**config.mk**
```make
export PLATFORM = sky130hd
export DESIGN_NAME = alu_pipe
export DESIGN_NICKNAME = d
export VERILOG_FILES = /design/src/rtl/alu_pipe.sv
export SDC_FILE = /design/constraint.sdc
export NUM_CORES = 1
export LEC_CHECK = 0
export ABC_AREA = 1
export CAP_MARGIN = 5
export CORE_AREA = 5 5 132 109
export CTS_BUF_LIST = sky130_fd_sc_hd__clkbuf_2 sky130_fd_sc_hd__clkbuf_4 sky130_fd_sc_hd__clkbuf_8
export DETAILED_ROUTE_END_ITERATION = 6
export DIE_AREA = 0 0 137 114
export HOLD_SLACK_MARGIN = 0.02
export PLACE_DENSITY = 0.79
export SLEW_MARGIN = 20
export SYNTH_ARGS = -nofsm -noshare
export SYNTH_HDL_FRONTEND = slang
export SYNTH_SLANG_ARGS = --single-unit
export TNS_END_PERCENT = 5
```
**constraint.sdc**
```tcl
create_clock -name CLK -period 7.5 [get_ports CLK]
set_input_delay 1.875 -clock CLK [delete_from_list [all_inputs] [get_ports CLK]]
set_output_delay 1.875 -clock CLK [all_outputs]
set_load 0.03 [all_outputs]
```
**src/rtl/alu_pipe.sv**
```systemverilog
`default_nettype none
// ============================================================================
//  Module   : alu_pipe
//  Purpose  : Parametrised valid/ready ALU with a registered 2*WIDTH result
//             and carry, zero and error flags. Unsigned divide is an
//             iterative restoring unit (one quotient bit per cycle). Every
//             other operation completes in a single cycle.
//  Revision : 1.0 - initial release
// ----------------------------------------------------------------------------
//  Parameters
//    WIDTH   operand width in bits (>= 2). Result is 2*WIDTH wide.
//    CNT_W   width of the divide iteration counter (derived from WIDTH).
//  Ports
//    CLK        in   1        clock, rising edge
//    Reset      in   1        synchronous active-high reset
//    in_valid   in   1        operands and op_code are valid
//    in_ready   out  1        an operation can be accepted this cycle
//    A, B       in   WIDTH    unsigned operands
//    op_code    in   4        0 ADD, 1 SUB, 2 MUL, 3 DIV, 4 AND, 5 XOR, 6 OR
//    C_in       in   1        carry-in (ADD only)
//    out_valid  out  1        Result and flags are valid
//    out_ready  in   1        downstream accepts the result
//    Result     out  2*WIDTH  result
//    C_out      out  1        carry (ADD) / borrow (SUB), 0 otherwise
//    Z_flag     out  1        Result == 0
//    Err        out  1        divide by zero or illegal op_code
//    V_flag     out  1        signed overflow of ADD/SUB (optional)
//  Build option
//    ALU_PIPE_OVF_FLAG_EN  when defined, adds the V_flag output.
// ============================================================================
module alu_pipe #(
    parameter int WIDTH = 8,
    parameter int CNT_W = $clog2(WIDTH + 1)
) (
    input  logic                 CLK,
    input  logic                 Reset,
    input  logic                 in_valid,
    output logic                 in_ready,
    input  logic [WIDTH-1:0]     A,
    input  logic [WIDTH-1:0]     B,
    input  logic [3:0]           op_code,
    input  logic                 C_in,
    output logic                 out_valid,
    input  logic                 out_ready,
    output logic [2*WIDTH-1:0]   Result,
    output logic                 C_out,
    output logic                 Z_flag,
`ifdef ALU_PIPE_OVF_FLAG_EN
    output logic                 V_flag,
`endif
    output logic                 Err
);

    localparam int       c_W2     = 2 * WIDTH;
    localparam logic [3:0] c_OP_ADD = 4'd0;
    localparam logic [3:0] c_OP_SUB = 4'd1;
    localparam logic [3:0] c_OP_MUL = 4'd2;
    localparam logic [3:0] c_OP_DIV = 4'd3;
    localparam logic [3:0] c_OP_AND = 4'd4;
    localparam logic [3:0] c_OP_XOR = 4'd5;
    localparam logic [3:0] c_OP_OR  = 4'd6;

    typedef enum logic [0:0] {
        S_IDLE   = 1'b0,
        S_DIVIDE = 1'b1
    } state_t;

    state_t              r_state;
    logic                r_out_valid;
    logic [c_W2-1:0]     r_result;
    logic                r_c;
    logic                r_z;
    logic                r_err;
    logic [CNT_W-1:0]    r_cnt;
    logic [WIDTH-1:0]    r_rem;
    logic [WIDTH-1:0]    r_quo;   // dividend shifts out the top, quotient in at the bottom
    logic [WIDTH-1:0]    r_dvs;

    logic                w_accept;
    logic [WIDTH:0]      w_sum;
    logic [WIDTH:0]      w_diff;
    logic [c_W2-1:0]     w_prod;
    logic [c_W2-1:0]     w_res;
    logic                w_c;
    logic                w_err;
    logic                w_start_div;

    logic [WIDTH:0]      w_rem_sh;
    logic [WIDTH:0]      w_trial;
    logic                w_ge;
    logic [WIDTH-1:0]    w_rem_nxt;
    logic [WIDTH-1:0]    w_quo_nxt;
    logic [c_W2-1:0]     w_div_res;
    logic                w_div_last;

`ifdef ALU_PIPE_OVF_FLAG_EN
    logic                r_v;
    logic                w_v;
`endif

    // Accept is only possible when idle and the output slot is free or
    // draining this same cycle.
    assign in_ready = (r_state == S_IDLE) && (!r_out_valid || out_ready) && !Reset;
    assign w_accept = in_valid && in_ready;

    assign w_sum  = {1'b0, A} + {1'b0, B} + {{WIDTH{1'b0}}, C_in};
    assign w_diff = {1'b0, A} - {1'b0, B};   // MSB is the borrow (A < B)
    assign w_prod = {{WIDTH{1'b0}}, A} * {{WIDTH{1'b0}}, B};

    always_comb begin
        w_res       = '0;
        w_c         = 1'b0;
        w_err       = 1'b0;
        w_start_div = 1'b0;
        case (op_code)
            c_OP_ADD: begin
                w_res = {{(WIDTH-1){1'b0}}, w_sum};
                w_c   = w_sum[WIDTH];
            end
            c_OP_SUB: begin
                w_res = {{WIDTH{1'b0}}, w_diff[WIDTH-1:0]};
                w_c   = w_diff[WIDTH];
            end
            c_OP_MUL: w_res = w_prod;
            c_OP_DIV: begin
                if (B == '0) begin
                    // Divide by zero resolves immediately: all-ones quotient,
                    // dividend as remainder.
                    w_res = {A, {WIDTH{1'b1}}};
                    w_err = 1'b1;
                end else begin
                    w_start_div = 1'b1;
                end
            end
            c_OP_AND: w_res = {{WIDTH{1'b0}}, A & B};
            c_OP_XOR: w_res = {{WIDTH{1'b0}}, A ^ B};
            c_OP_OR:  w_res = {{WIDTH{1'b0}}, A | B};
            default:  w_err = 1'b1;
        endcase
    end

`ifdef ALU_PIPE_OVF_FLAG_EN
    always_comb begin
        w_v = 1'b0;
        if (op_code == c_OP_ADD)
            w_v = (A[WIDTH-1] == B[WIDTH-1]) && (w_sum[WIDTH-1] != A[WIDTH-1]);
        else if (op_code == c_OP_SUB)
            w_v = (A[WIDTH-1] != B[WIDTH-1]) && (w_diff[WIDTH-1] != A[WIDTH-1]);
    end
`endif

    // One restoring-division step: bring in the next dividend bit, try to
    // subtract the divisor, keep the difference only if it did not borrow.
    assign w_rem_sh   = {r_rem, r_quo[WIDTH-1]};
    assign w_trial    = w_rem_sh - {1'b0, r_dvs};
    assign w_ge       = ~w_trial[WIDTH];
    assign w_rem_nxt  = w_ge ? w_trial[WIDTH-1:0] : w_rem_sh[WIDTH-1:0];
    assign w_quo_nxt  = {r_quo[WIDTH-2:0], w_ge};
    assign w_div_res  = {w_rem_nxt, w_quo_nxt};
    assign w_div_last = (r_cnt == CNT_W'(WIDTH - 1));

    always_ff @(posedge CLK) begin
        if (Reset) begin
            r_state     <= S_IDLE;
            r_out_valid <= 1'b0;
            r_result    <= '0;
            r_c         <= 1'b0;
            r_z         <= 1'b1;
            r_err       <= 1'b0;
            r_cnt       <= '0;
            r_rem       <= '0;
            r_quo       <= '0;
            r_dvs       <= '0;
`ifdef ALU_PIPE_OVF_FLAG_EN
            r_v         <= 1'b0;
`endif
        end else begin
            // Drain first; a load in the same cycle overrides it.
            if (r_out_valid && out_ready)
                r_out_valid <= 1'b0;

            case (r_state)
                S_IDLE: begin
                    if (w_accept) begin
                        if (w_start_div) begin
                            r_state <= S_DIVIDE;
                            r_rem   <= '0;
                            r_quo   <= A;
                            r_dvs   <= B;
                            r_cnt   <= '0;
                        end else begin
                            r_result    <= w_res;
                            r_c         <= w_c;
                            r_z         <= (w_res == '0);
                            r_err       <= w_err;
                            r_out_valid <= 1'b1;
`ifdef ALU_PIPE_OVF_FLAG_EN
                            r_v         <= w_v;
`endif
                        end
                    end
                end
                S_DIVIDE: begin
                    r_rem <= w_rem_nxt;
                    r_quo <= w_quo_nxt;
                    r_cnt <= r_cnt + 1'b1;
                    if (w_div_last) begin
                        // The output slot is guaranteed empty here: it was
                        // free or draining when the divide was accepted.
                        r_state     <= S_IDLE;
                        r_result    <= w_div_res;
                        r_c         <= 1'b0;
                        r_z         <= (w_div_res == '0);
                        r_err       <= 1'b0;
                        r_out_valid <= 1'b1;
`ifdef ALU_PIPE_OVF_FLAG_EN
                        r_v         <= 1'b0;
`endif
                    end
                end
                default: r_state <= S_IDLE;
            endcase
        end
    end

    assign out_valid = r_out_valid;
    assign Result    = r_result;
    assign C_out     = r_c;
    assign Z_flag    = r_z;
    assign Err       = r_err;
`ifdef ALU_PIPE_OVF_FLAG_EN
    assign V_flag    = r_v;
`endif

endmodule
`default_nettype wire

```
==> results of run 1 <==
[cells in the mapped netlist, drive strengths merged]
cell	count
nand3b	9
xnor2	6
inv	194
nand4	11
fa	40
a22o	1
clkinv	1
or2	1
nor4	2
a21boi	1
nand3	56
a21oi	56
clkbuf	18
o31ai	1
xor2	3
a221oi	2
a22oi	3
o211a	1
dfxtp	49
o21ai	39
ha	69
buf	19
a21o	5
o21bai	3
nand2	280
nor2	80
nor3	6
o211ai	2
a211oi	1
o21a	4
a31oi	9
[state kept, by name, summed over array words and instances, names as in the netlist]
| name | count |
|---|---|
| r_dvs | 8 |
| r_quo | 8 |
| r_state | 1 |
| Z_flag | 1 |
| Result | 16 |
| C_out | 1 |
| Err | 1 |
| out_valid | 1 |
| r_rem | 8 |
| r_cnt | 4 |
[cells by family after synthesis]
group / synth area share
compound gates: 0.115
xor+xnor: 0.0126
fa+ha+maj: 0.266
buf+inv: 0.150
flops: 0.157
simple gates: 0.300
[per-layer routing]
metal / up-vias / share of wire / wire (um) / track usage
met4: 2 / 0.0085 / 152 / 0.0319
li1: 3058 / - / - / -
met2: 281 / 0.42 / 7470 / 0.358
met5: - / 0.00039 / 7 / 0
met3: 17 / 0.10 / 1790 / 0.0441
met1: 2796 / 0.47 / 8370 / 0.356
[cell type report]
| type | instances | share of cell area |
|---|---|---|
| clock inverters | 2 | 0.00542 |
| inverters | 195 | 0.106 |
| clock buffers | 6 | 0.0119 |
| repair buffers | 56 | 0.0770 |
| flip-flops and latches | 49 | 0.142 |
| well taps | 180 | 0.0325 |
| multi-input cells | 691 | 0.626 |
[per-stage QoR]
stage	std cells	util	cell area (um^2)
CTS	1179	0.530	6930
global placement	1171	0.520	6810
floorplan	972	-	6250
finish	1179	0.530	6930
global route	1179	0.530	6930
detailed placement	1171	0.520	6810
[worst paths after layout]
check | end | slack (ps) | cells past startpoint | startpoint
setup / recovery | Z_flag$_SDFFE_PP1P_ | 980 | 22 | A[4]
hold reg to reg | Err$_SDFFE_PP0P_ | 470 | 2 | Err$_SDFFE_PP0P_
setup reg to reg | Result[12]$_SDFFE_PP0P_ | 5010 | 12 | r_dvs[0]$_SDFFE_PP0P_
hold / removal | Err$_SDFFE_PP0P_ | 470 | 2 | Err$_SDFFE_PP0P_
[where the power goes]
group          leakage, uW  internal [uW]  switching, uW
clock            0.0000574            109           92.2
sequential        0.000396            266           3.25
combinational      0.00333            229            403
total              0.00379            603            499
[worst register-to-register path: cells and delay by family, from the launching register on]
family                   cells  cell delay, ps
flip-flops                   1             390
AND/OR/NAND/NOR              7             840
buffers and inverters        1              70
AO/OA/AOI/OAI                2             560
adder cells (fa/ha/maj)      2             560
==> results.md, run 1 <==
- CTS tree: yes
- Placement-stage worst setup slack: roughly 720 ps
- Highest-count cells in the layout ignoring fill and taps: 277 x nand2_1, 192 x inv_1, 73 x nor2_1
- Vertical die dimension: 114 um
- Clock root buffer: clkbuf_8
- Critical Path RT: 7760 ps
- Maximum number of pins on one net before global-route repair: 30
- Global-route wire length before repair: between 20,000 and 30,000 um
- Count of final hold-check violations: 0
- DRC violations left: 0
- Crit-path slowest cell: clkdlybuf4s50_1
- CTS sink cnt: 49
- Count of routing violations after the opening detailed-route iteration: around 690
- Delay of the slowest critical-path stage: about 670 ps
- # fillers: 1,287
- Flops & latches, synth: 49
- Kind of path behind the tightest hold check: reg -> reg
- Total Negative Setup Slacks: 0 ps
- Number of setup buffers added after CTS: 0
- Cell taking the most area after synthesis: nand2_1
- Worst vdd ir: 88.5 uV
- Kind of cell with the highest combined delay on the critical path: adder cells
- Worst slew slack as a fraction of its limit: 0.330
- Top-area cell type share of the netlist area: 0.166
- Clock buffer depth: 2
- Total overflow reported by the global router: 0
- Resized cells post-CTS: 0
- Sequential cell area: around 980 um^2
- Top achievable clock speed: around 150 MHz
- TritonCTS Buffers: 5
- Status: finished clean
- Vias post-DR: 6,154
- Per-cell routed wire length: 15.1 um
- Unrepaired setup endpoints after global routing: false
- Maximum Capacitance Violations: 0
- Relative area change from synthesis to final layout: 10.7%
- Number of antenna violations at the first check in global routing: 1
- Total number of placement rows: 38
- Level count of the clock H-tree: 2
- Number of failing setup endpoints in the final timing report: 0
- Worst slack on hold paths: around 470 ps
- Post-DRT Antenna Nets: 0
- Max-slew violation total from the final report: 0
- Leak: 0.00379 uW
- Vias per Instance: between 5 and 6
- Share of post-route cells with drive strength above 1: 0.0340
- Startpoint types: input port
- Worst slew pin tran: 1000 ps
- Count of different cell masters after synthesis: 42
- Final cycle utilization of the critical path: 0.869
- Post-synthesis area per instance: between 6 and 7 um^2
- Antenna diode instance count: 0
- Category of the critical setup timing path: in -> reg
- Clock transition at the register clock pins on the worst setup and hold paths after CTS: ~90 ps
- Top cells by area, synth: nand2_1 17%, dfxtp_1 16%, ha_1 14%
- Category of the worst setup path capture point: flip-flop
- Worst Path Arrival: ~6800 ps
- Number of global-route vias before repair: 5,930
- Multi-input gate area in the final layout: between 0.004 and 0.005 mm^2
- Critical path peak fanout: 12
- Total buffers and inverters traversed by the critical path: 3
- Pwr per Cell Area: about 160 mW/mm^2
- Later-pin clock latency in the skew report: 310 ps
- Final critical delay including setup and external delays: between 6000 and 7000 ps
- Synthesized netlist net count: 1,106
- Final setup slack of the worst path: between 900 and 1000 ps
- Estimated wirelength of the detail-placed design: about 14,000 um
- Cell mode on critical path: nand2_1
- Horizontal die dimension: about 140 um
- Die area: between 0.015 and 0.02 mm^2
- Core box area: about 0.013 mm^2
- Weighted congestion reported at the end of routability-driven placement: approximately 0.97
- Post-CTS Hold Fix Bufs: 0
- Final worst clock skew: around 5.9 ps
- Cell-by-cell listing of the critical path: clkdlybuf4s50_1, ha_1, fa_1, fa_1, fa_1, inv_1, fa_1, inv_1, ha_1, nand2_1, nand2_1, a21oi_1, nand3_1, nand3_1, nand2_1, nor2_1, nand3_1, nor2_1, nand3_1, nand2_1, nand2_1, nand2_1
- Final WL: between 15,000 and 20,000 um
- Syn. warnings: 0
- Final total power: 1100 uW
- Most common cell after layout, fill and taps aside: nand2_1
- Portion of the post-synthesis area used by sequential elements: 0.157
- Starting density of the core: 0.478
- Ports: 46
- Post-Synthesis Cells: 972
- Aggregate global-route resource usage: 0.236
- Detailed-router iteration count before antenna repair: 5
- Post-synthesis instance area: roughly 0.0063 mm^2
- Nets: approximately 1,100
- Number of port buffers: 45
(Power assumes the default switching activity.)
==> run 2: changes to the inputs <==
Settings changed: CORE_AREA 5 5 132 109 to 2 2 135 111, DIE_AREA 0 0 137 114 to 0 0 137 113, PLACE_DENSITY 0.79 to 0.74.
==> run 2 against run 1 <==
Via count grew 0.34%; wire length grew 2.7%; count of clock-buffer cells in the layout is the same; critical endpoint unchanged; highest routed layer is now met4; largest cell class unchanged; sequential share of layout area is essentially flat; design area grew 0.29%.
==> results.md, run 2 (same netlist as run 1, synthesis figures left out) <==
- Number of antenna violations at the first check in global routing: 0 (was 1)
- Critical R2R Launch: r_state$_SDFF_PP0_ (was r_dvs[0]$_SDFFE_PP0P_)
- Detailed-router iteration count before antenna repair: 5 (unchanged)
- Logic depth of the worst register-to-register path: 10 (was 12)
- Final critical delay including setup and external delays: 6750 ps (was 6520 ps)
- Post-CTS Hold Fix Bufs: 0 (unchanged)
- Category of the critical setup timing path: in -> reg (unchanged)
- Unrepaired setup endpoints after global routing: false (unchanged)
- Worst vdd ir: 110 uV (was 88.5 uV)
- Final cycle utilization of the critical path: 0.899 (was 0.869)
- Share of post-route cells with drive strength above 1: 0.0360 (was 0.0340)
- Total Negative Setup Slacks: 0 ps (unchanged)
- Per-cell routed wire length: 15.4 um (was 15.1 um)
- Delay of the slowest critical-path stage: 780 ps (was 670 ps)
- Later-pin clock latency in the skew report: 310 ps (about the same)
- Final total power: 1110 uW (was 1100 uW)
- Cell area after layout: 0.00695 mm^2 (was 0.00693 mm^2)
- Crit-path slowest cell: clkdlybuf4s50_1 (unchanged)
- Number of flip-flops under the largest register name: 16 (unchanged)
- Level count of the clock H-tree: 2 (unchanged)
- TritonCTS Buffers: 5 (unchanged)
- Ports: 46 (unchanged)
- Hold Path Sink: Err$_SDFFE_PP0P_ (unchanged)
- Relative area change from synthesis to final layout: 11.1% (was 10.7%)
- CTS sink cnt: 49 (unchanged)
- Aggregate global-route resource usage: 0.242 (was 0.236)
- Die area: 0.0155 mm^2 (was 0.0156 mm^2)
- Count of routing violations after the opening detailed-route iteration: 648 (was 688)
- Hold_sp: Err$_SDFFE_PP0P_ (unchanged)
- Vertical die dimension: 113 um (was 114 um)
- Placed standard-cell area: 0.00683 mm^2 (was 0.00681 mm^2)
- Count of final hold-check violations: 0 (unchanged)
- Number of port buffers: 45 (unchanged)
- Worst slew pin tran: 974 ps (was 1000 ps)
- Maximum number of pins on one net before global-route repair: 30 (unchanged)
- Category of the worst setup path capture point: flip-flop (unchanged)
- Worst hold path stage count: 2 (unchanged)
- Resized cells post-CTS: 0 (unchanged)
- Total number of placement rows: 39 (was 38)
- Estimated wirelength of the detail-placed design: 14,600 um (was 14,500 um)
- Top achievable clock speed: 148 MHz (was 153 MHz)
- Post-DRT Antenna Nets: 0 (unchanged)
- Number of failing setup endpoints in the final timing report: 0 (unchanged)
- Clock root buffer: clkbuf_8 (unchanged)
- Worst slew slack as a fraction of its limit: 0.348 (was 0.330)
- Total overflow reported by the global router: 0 (unchanged)
- Number of global-route vias before repair: 5,886 (was 5,930)
- Critical path peak fanout: 12 (unchanged)
- Clock buffer depth: 2 (unchanged)
- CTS tree: yes (unchanged)
- Starting density of the core: 0.445 (was 0.478)
- Worst Path Arrival: 7010 ps (was 6770 ps)
- Critical Path RT: 7760 ps (about the same)
- Final WL: 18,300 um (was 17,800 um)
- Nets: 1,134 (was 1,132)
- Number of setup buffers added after CTS: 0 (unchanged)
- Cell-by-cell listing of the critical path: clkdlybuf4s50_1, ha_1, fa_1, fa_1, fa_1, inv_1, fa_1, inv_1, ha_1, nand2_1, nor2_1, o21ai_0, nand2_1, nand2_1, nand3_1, nand2_1, nand3_1, nand2_1, nor2_1, nand3_1, nand2_1, nand2_1, nand2_1 (was clkdlybuf4s50_1, ha_1, fa_1, fa_1, fa_1, inv_1, fa_1, inv_1, ha_1, nand2_1, nand2_1, a21oi_1, nand3_1, nand3_1, nand2_1, nor2_1, nand3_1, nor2_1, nand3_1, nand2_1, nand2_1, nand2_1)
- Maximum Capacitance Violations: 0 (unchanged)
- Cell mode on critical path: nand2_1 (unchanged)
- Horizontal die dimension: 137 um (unchanged)
- Worst flop-to-flop path endpoint: Result[2]$_SDFFE_PP0P_ (was Result[12]$_SDFFE_PP0P_)
- Startpoint types: input port (unchanged)
- Kind of path behind the tightest hold check: reg -> reg (unchanged)
- Flop2flop setup slack: 4750 ps (was 5010 ps)
- Core box area: 0.0141 mm^2 (was 0.0131 mm^2)
- Antenna diode instance count: 0 (unchanged)
- Status: finished clean (unchanged)
- Highest-count cells in the layout ignoring fill and taps: 277 x nand2_1, 192 x inv_1, 73 x nor2_1 (unchanged)
- Pwr per Cell Area: 159 mW/mm^2 (about the same)
- Leak: 0.00380 uW (was 0.00379 uW)
- DRC violations left: 0 (unchanged)
- Vias per Instance: 5.21 (was 5.22)
- Clock transition at the register clock pins on the worst setup and hold paths after CTS: 100 ps (was 90 ps)
- Final worst clock skew: 5.90 ps (about the same)
- Max-slew violation total from the final report: 0 (unchanged)
- Most common cell after layout, fill and taps aside: nand2_1 (unchanged)
- Vias post-DR: 6,175 (was 6,154)
- Global-route wire length before repair: 29,700 um (was 29,500 um)
- Weighted congestion reported at the end of routability-driven placement: 0.963 (was 0.974)
==> run 2: cell types whose count changed in the layout (fill, tap and decap cells not counted) <==
cell | before | now
buf_4 | 11 | 13
==> run 2: final cells by class <==
| type | count | area (um^2) |
|---|---|---|
| Clock buffer | 6 | 82.6 |
| Tap cell | 184 | 230 |
| Multi-Input combinational cell | 691 | 4330 |
| Clock inverter | 2 | 37.5 |
| Timing Repair Buffer | 58 | 548 |
| Inverter | 195 | 732 |
| Sequential cell | 49 | 981 |
| Fill cell | 1458 | 7110 |
==> run 2: layer usage <==
metal,share of wire,up-vias,GRT usage
li1,-,3061,-
met4,0.011,0,0.0323
met5,0,-,0
met3,0.070,20,0.0332
met1,0.51,2883,0.375
met2,0.41,211,0.364
==> run 2: power by group <==
part           total (uW)  switching, uW  internal, uW
combinational         628            400           229
clock                 209            101           109
sequential            269           3.13           266
total                1110            504           603
==> run 2: how the worst max path moves through the flow <==
stage,startpoint,end,slack [ps],depth (start not counted)
floorplan,A[0],Z_flag$_SDFFE_PP1P_,1650,24
global placement,A[4],Z_flag$_SDFFE_PP1P_,500,23
detailed placement,A[4],Z_flag$_SDFFE_PP1P_,500,22
CTS,A[4],Z_flag$_SDFFE_PP1P_,820,22
global route,A[4],Z_flag$_SDFFE_PP1P_,480,22
finish,A[4],Z_flag$_SDFFE_PP1P_,750,23
==> run 2: worst max-delay path, delay by kind of cell <==
kind | cells | cell delay [ps]
and+or+nand+nor | 13 | 1160
buffers and inverters | 3 | 880
adders and majority gates | 6 | 2960
AOI/OAI and AO/OA | 1 | 150
==> run 2: per-stage QoR <==
stage                util  instances  setup WS [ps]  hold slack (ps)
finish              0.494       1185            754              471
global route        0.494       1185            479              490
CTS                 0.494       1185            818              471
detailed placement  0.486       1177            501              458
global placement    0.486       1177            502              452
floorplan               -        972           1650              454
